[src/rtl/img_rsz_pkg.sv]
// Shared types for the resize divider scheduler: FSM state encoding and
// the colour-index width helper.
package img_rsz_pkg;

  typedef enum logic [1:0] {
    IDLE,
    ISSUE,
    WAIT,
    OUT
  } DivSchedSt_e;

  // Colour index width; a single-colour pixel still needs a 1-bit index.
  function automatic int ch_idx_w(input int n);
    return (n > 1) ? $clog2(n) : 1;
  endfunction

  localparam int CH_IDX_W = ch_idx_w(3);

endpackage

[src/rtl/img_rsz_div_sched.sv]
// Shares one multi-cycle divider across all colours of a resized pixel:
// issues one division per colour in order, gathers quotients, emits the pixel.
module img_rsz_div_sched
  import img_rsz_pkg::*;
#(
  parameter int PXL_PRIM_COLOR_NUM  = 3,
  parameter int PXL_PRIM_COLOR_W    = 8,
  parameter int BLK_SUM_MAX_W       = 20,
  parameter int BLK_MAX_SZ_W        = 12,
  parameter int RSZ_IMG_WIDTH_SIZE  = 8,
  parameter int RSZ_IMG_HEIGHT_SIZE = 8
) (
  input  logic                                           Clk,
  input  logic                                           Reset,
  input  logic [PXL_PRIM_COLOR_NUM*BLK_SUM_MAX_W-1:0]    BlkSum,
  input  logic [BLK_MAX_SZ_W-1:0]                        BlkSz,
  input  logic [RSZ_IMG_WIDTH_SIZE-1:0]                  BlkXMsk,
  input  logic [RSZ_IMG_HEIGHT_SIZE-1:0]                 BlkYMsk,
  input  logic                                           BlkVld,
  output logic                                           BlkRdy,
  output logic [BLK_SUM_MAX_W-1:0]                       DivNum,
  output logic [BLK_MAX_SZ_W-1:0]                        DivDen,
  output logic                                           DivBwVld,
  input  logic                                           DivBwRdy,
  input  logic [PXL_PRIM_COLOR_W-1:0]                    DivQuot,
  input  logic                                           DivFwVld,
  output logic                                           DivFwRdy,
  output logic [PXL_PRIM_COLOR_NUM*PXL_PRIM_COLOR_W-1:0] PxlData,
  output logic [RSZ_IMG_WIDTH_SIZE-1:0]                  PxlXMsk,
  output logic [RSZ_IMG_HEIGHT_SIZE-1:0]                 PxlYMsk,
  output logic                                           PxlVld,
  input  logic                                           PxlRdy,
  output logic                                           DivZeroErr
);

  localparam int N  = PXL_PRIM_COLOR_NUM;
  localparam int CW = ch_idx_w(N);
  localparam logic [CW-1:0] LAST_CH = CW'(N - 1);

  DivSchedSt_e                            state_q, state_d;
  logic [CW-1:0]                          ch_q, ch_d;
  logic [N-1:0][BLK_SUM_MAX_W-1:0]        sum_q, sum_d;
  logic [BLK_MAX_SZ_W-1:0]                sz_q, sz_d;
  logic [N-1:0][PXL_PRIM_COLOR_W-1:0]     quot_q, quot_d;
  logic [RSZ_IMG_WIDTH_SIZE-1:0]          xmsk_q, xmsk_d;
  logic [RSZ_IMG_HEIGHT_SIZE-1:0]         ymsk_q, ymsk_d;
  logic                                   err_q, err_d;
  logic                                   acc;

  // OUT can hand off straight to the next block, so no bubble between pixels.
  assign BlkRdy = (state_q == IDLE) | ((state_q == OUT) & PxlRdy);

  always_comb begin
    state_d = state_q;
    ch_d    = ch_q;
    sum_d   = sum_q;
    sz_d    = sz_q;
    quot_d  = quot_q;
    xmsk_d  = xmsk_q;
    ymsk_d  = ymsk_q;
    err_d   = err_q;
    acc     = BlkVld & BlkRdy;

    case (state_q)
      ISSUE: if (DivBwRdy) state_d = WAIT;
      WAIT: begin
        if (DivFwVld) begin
          quot_d[ch_q] = DivQuot;
          if (ch_q == LAST_CH) begin
            state_d = OUT;
          end else begin
            ch_d    = ch_q + CW'(1);
            state_d = ISSUE;
          end
        end
      end
      OUT:     if (PxlRdy) state_d = IDLE;
      default: ;
    endcase

    if (acc) begin
      sum_d  = BlkSum;
      sz_d   = BlkSz;
      xmsk_d = BlkXMsk;
      ymsk_d = BlkYMsk;
      ch_d   = '0;
      if (BlkSz != '0) begin
        state_d = ISSUE;
      end else begin
        // Zero-size block saturates every colour and never reaches the divider.
        quot_d  = '1;
        err_d   = 1'b1;
        state_d = OUT;
      end
    end
  end

  always_ff @(posedge Clk) begin
    if (Reset) begin
      state_q <= IDLE;
      ch_q    <= '0;
      sum_q   <= '0;
      sz_q    <= '0;
      quot_q  <= '0;
      xmsk_q  <= '0;
      ymsk_q  <= '0;
      err_q   <= 1'b0;
    end else begin
      state_q <= state_d;
      ch_q    <= ch_d;
      sum_q   <= sum_d;
      sz_q    <= sz_d;
      quot_q  <= quot_d;
      xmsk_q  <= xmsk_d;
      ymsk_q  <= ymsk_d;
      err_q   <= err_d;
    end
  end

  assign DivBwVld   = (state_q == ISSUE);
  assign DivNum     = sum_q[ch_q];
  assign DivDen     = sz_q;
  assign DivFwRdy   = (state_q == WAIT);
  assign PxlVld     = (state_q == OUT);
  assign PxlData    = quot_q;
  assign PxlXMsk    = xmsk_q;
  assign PxlYMsk    = ymsk_q;
  assign DivZeroErr = err_q;

endmodule

[config.mk]
export PLATFORM = sky130hd
export DESIGN_NAME = img_rsz_div_sched
export DESIGN_NICKNAME = d
export VERILOG_FILES = /design/src/rtl/img_rsz_pkg.sv /design/src/rtl/img_rsz_div_sched.sv
export SDC_FILE = /design/constraint.sdc
export NUM_CORES = 1
export LEC_CHECK = 0
export ABC_AREA = 1
export CAP_MARGIN = 5
export CORE_AREA = 5 5 118 120
export DETAILED_ROUTE_END_ITERATION = 8
export DIE_AREA = 0 0 123 125
export GPL_TIMING_DRIVEN = 0
export PLACE_DENSITY = 0.71
export REMOVE_ABC_BUFFERS = 1
export SYNTH_ARGS = -nofsm -noshare
export SYNTH_HDL_FRONTEND = slang
export SYNTH_SLANG_ARGS = --single-unit
export TNS_END_PERCENT = 5
[constraint.sdc]
create_clock -name Clk -period 2 [get_ports Clk]
set_input_delay 0.3 -clock Clk [delete_from_list [all_inputs] [get_ports Clk]]
set_output_delay 0.3 -clock Clk [all_outputs]
set_load 0.05 [all_outputs]
==> impl_results.md <==
- Worst setup slack for register-to-register paths: around 150 ps
- Antenna diodes: 0
- Clk sink count: about 120
- Count of endpoints failing setup in the final report: 0
- Launch instance of the worst register-to-register path: state_q[1]
- Clock slew at reported path FFs: roughly 50 ps
- Filler cell count: around 1200
- Post-layout minimum cycle time: 1950 ps
- Routed WL per cell: ~16 µm
- Starting density of the core: 38.54%
- Library cell occupying the most area in the post-synthesis netlist: sky130_fd_sc_hd__dfxtp_1
- Post-layout worst setup margin: about 50 ps
- Max_slew headroom: between 40% and 50%
- Startpoint kind of the worst setup timing path: register
- Half-perimeter wire length after detailed placement: between 8 and 9 mm
- Detailed-routing iteration count for the pre-antenna-repair pass: 4
- H-tree depth: 4
- Worst IR drop on VDD: ~680 µV
- Bufs on Longest Clock Path: 2
- Endpoint kind of the worst setup timing path: output port
- Share of synthesized area occupied by flip-flops and latches: roughly 47%
- Mean number of vias per cell: around 4.7
- Biggest area contributors in the synthesized netlist: sky130_fd_sc_hd__dfxtp_1 (47%), sky130_fd_sc_hd__nor2_1 (15%), sky130_fd_sc_hd__o21ai_0 (13%)
- Overall die area: between 15000 and 20000 µm²
- Number of global-route vias before repair: 4739
- Status: finished clean
- Clock tree from TritonCTS: done
- Ys Warns: 0
- Signed area change from the synthesized netlist to the final layout: 52.80%
- Worst path arrival time: 1650 ps
- Die extent in x: 123 µm
- Total global routing overflow: 0
- Die outline height: 125 µm
- Count of buffers inserted at the top-level ports: around 180
- Max frequency: around 0.5 GHz
- Clock buffer count from CTS: 17
- Number of antenna-violating nets in the routed design: 0
- Prevailing post-synth register cell: sky130_fd_sc_hd__dfxtp_1
- Setup slack at placement: -1729 ps
- Required arrival time at the worst endpoint: 1700 ps
- Post-place instance area: ~6700 µm²
- Initial DRC Count: 262
- Netlist area before placement: slightly below 5000 µm²
- Avg Inst Size Synth: between 7 and 8 µm²
- Type of the worst setup path: register to output port
- Cts hold-fix bufs: 0
- Final Hold Viols: 0
- Number of cells on the worst hold path: 2
- Total routing resource utilization after global routing: 20.44%
- Area of the core region: about 13000 µm²
- End of the worst register-to-register path: PxlData[4]
- Share of final-layout standard cells stronger than drive strength 1: 10.94%
- Design Power: 0.01099 W
- Row count: 42
- Start point of the worst hold path: DivZeroErr
- Flip-flop and latch count after synthesis: roughly 120
- Path class of the lowest-slack min-delay path: register to register
- Most numerous cell in the Yosys netlist: sky130_fd_sc_hd__nor2_1
- Standby leakage power: 3.144 nW
- Worst-margin pin slew: roughly 840 ps
- Max-cap violations: 0
- Top-area cell type share of the netlist area: 47.20%
- Final clock skew: 4.490 ps
- Pin count of the biggest net entering global routing: 70
- NumNets Final: between 900 and 1000
- Max-slew violations: 0
- Area used by multi-input combinational logic: 2241 µm²
- Number of enable flip-flop cells after synthesis: 0
- Number of distinct library cells after synthesis: 19
- IO Pins: 179
- Largest driver fanout on the critical path: 9
- Instance count of the mapped netlist: ~670
- Clock Latency Late Sink: 410 ps
- Power Density: ~1400 nW/µm²
- Share of synthesized flip-flops with an asynchronous set or reset: 0%
- Placer's final routability congestion estimate: around 0.76
- Wire length of the first global-routing pass: approximately 24 mm
- Wire length reported by the detailed router: 16.14 mm
- Summed area of non-filler cells in the final layout: around 7600 µm²
- Endpoint of the worst hold-timing path: DivZeroErr
- Number of antenna violations at the first check in global routing: 0
- Share of the clock period used by the worst path after layout: between 90 and 100%
- Buffer type at the clock tree root: sky130_fd_sc_hd__clkbuf_16
- Total number of vias: between 4000 and 5000
- Commonest cells in the netlist: sky130_fd_sc_hd__nor2_1 (197), sky130_fd_sc_hd__o21ai_0 (130), sky130_fd_sc_hd__dfxtp_1 (117)
- Area occupied by registers: around 2400 µm²
- Minimum hold slack: around 450 ps
- Depth of the worst register-to-register path: 8
- Count of unresolved DRC violations after routing: 0
cell families (layout without fill, tap and decap cells):
logic type / after synthesis / count (layout) / share of synthesized area [%]
and+or+nand+nor: 272 / 278 / 22.44
adders and majority gates: 8 / 8 / 2.017
AOI/OAI and AO/OA: 183 / 183 / 18.46
buffers and inverters: 91 / 272 / 9.707
xor gates and xnor gates: 1 / 1 / 0.1765
DFF: 117 / 117 / 47.20
state kept, by name, indices dropped and copies added, names as in the netlist:
signal / cells
DivDen: 12
DivZeroErr: 1
PxlData: 24
PxlXMsk: 8
PxlYMsk: 8
ch_q: 2
state_q: 2
sum_q: 60
metal layers:
layer,track usage (%),wire (µm),up-vias
li1,-,-,2535
met1,25.11,6762,2207
met2,32.55,7611,154
met3,8.582,1585,16
met4,6.319,184,0
met5,0,0,-
cells in the final DEF, fill, tap and decap left out, drive strengths merged:
cell / n
xor2: 1
a21oi: 30
clkbuf: 26
dfxtp: 117
clkinvlp: 4
nand3: 33
dlygate4sd2: 2
o21ai: 153
bufinv: 3
clkinv: 9
nand2: 48
clkdlybuf4s50: 153
buf: 31
ha: 8
inv: 39
clkdlybuf4s18: 2
clkdlybuf4s15: 2
bufbuf: 1
nor2: 197
metrics by stage:
| stage | setup TNS, ps | util [%] | std cells |
|---|---|---|---|
| final | 0 | 58.89 | 1035 |
| after global routing | -6.786 | 58.89 | 1035 |
| after CTS | -358.5 | 58.88 | 1028 |
| after detailed placement | -129220 | 52.10 | 980 |
| after global placement | -305820 | 51.60 | 978 |
| after floorplan | -148630 | - | 624 |
what timing repair did:
action	4_1_cts	5_1_grt
cloned	7	4
setup endpoints to repair	140	113
pin swaps	2	0
setup buffers	9	3
resized for setup	117	39
layout make-up:
type | count | share of cell area (%)
clock buffer | 23 | 6.568
clock inverter | 9 | 1.617
inverter | 43 | 2.706
multi-input combinational | 470 | 29.55
sequential | 117 | 31.01
tap | 176 | 2.904
timing repair buffer | 194 | 25.23
timing repair inverter | 3 | 0.4125
worst max-delay path by stage:
stage	from	depth (start not counted)	slack [ps]	to
floorplan	state_q[0]	9	-1530	state_q[1]
global placement	PxlRdy	7	-2490	PxlData[22]
detailed placement	ch_q[0]	4	-1730	DivNum[10]
CTS	state_q[1]	8	-50	PxlData[18]
global route	state_q[0]	3	-6	DivFwRdy
finish	state_q[0]	3	50	DivFwRdy
power breakdown:
group | internal [W] | total [W] | switching, W | leakage (nW)
clock | 0.00211 | 0.00316 | 0.00105 | 0.309
combinational | 0.00149 | 0.00464 | 0.00315 | 1.87
sequential | 0.00291 | 0.00320 | 0.000281 | 0.966
critical path, cell delays in order (launching register included):
cell                              delay [ps]
sky130_fd_sc_hd__dfxtp_2                 330
sky130_fd_sc_hd__inv_1                   110
sky130_fd_sc_hd__ha_2                    360
sky130_fd_sc_hd__clkdlybuf4s15_2         430
Note: power is estimated with default switching activity, not from simulation.
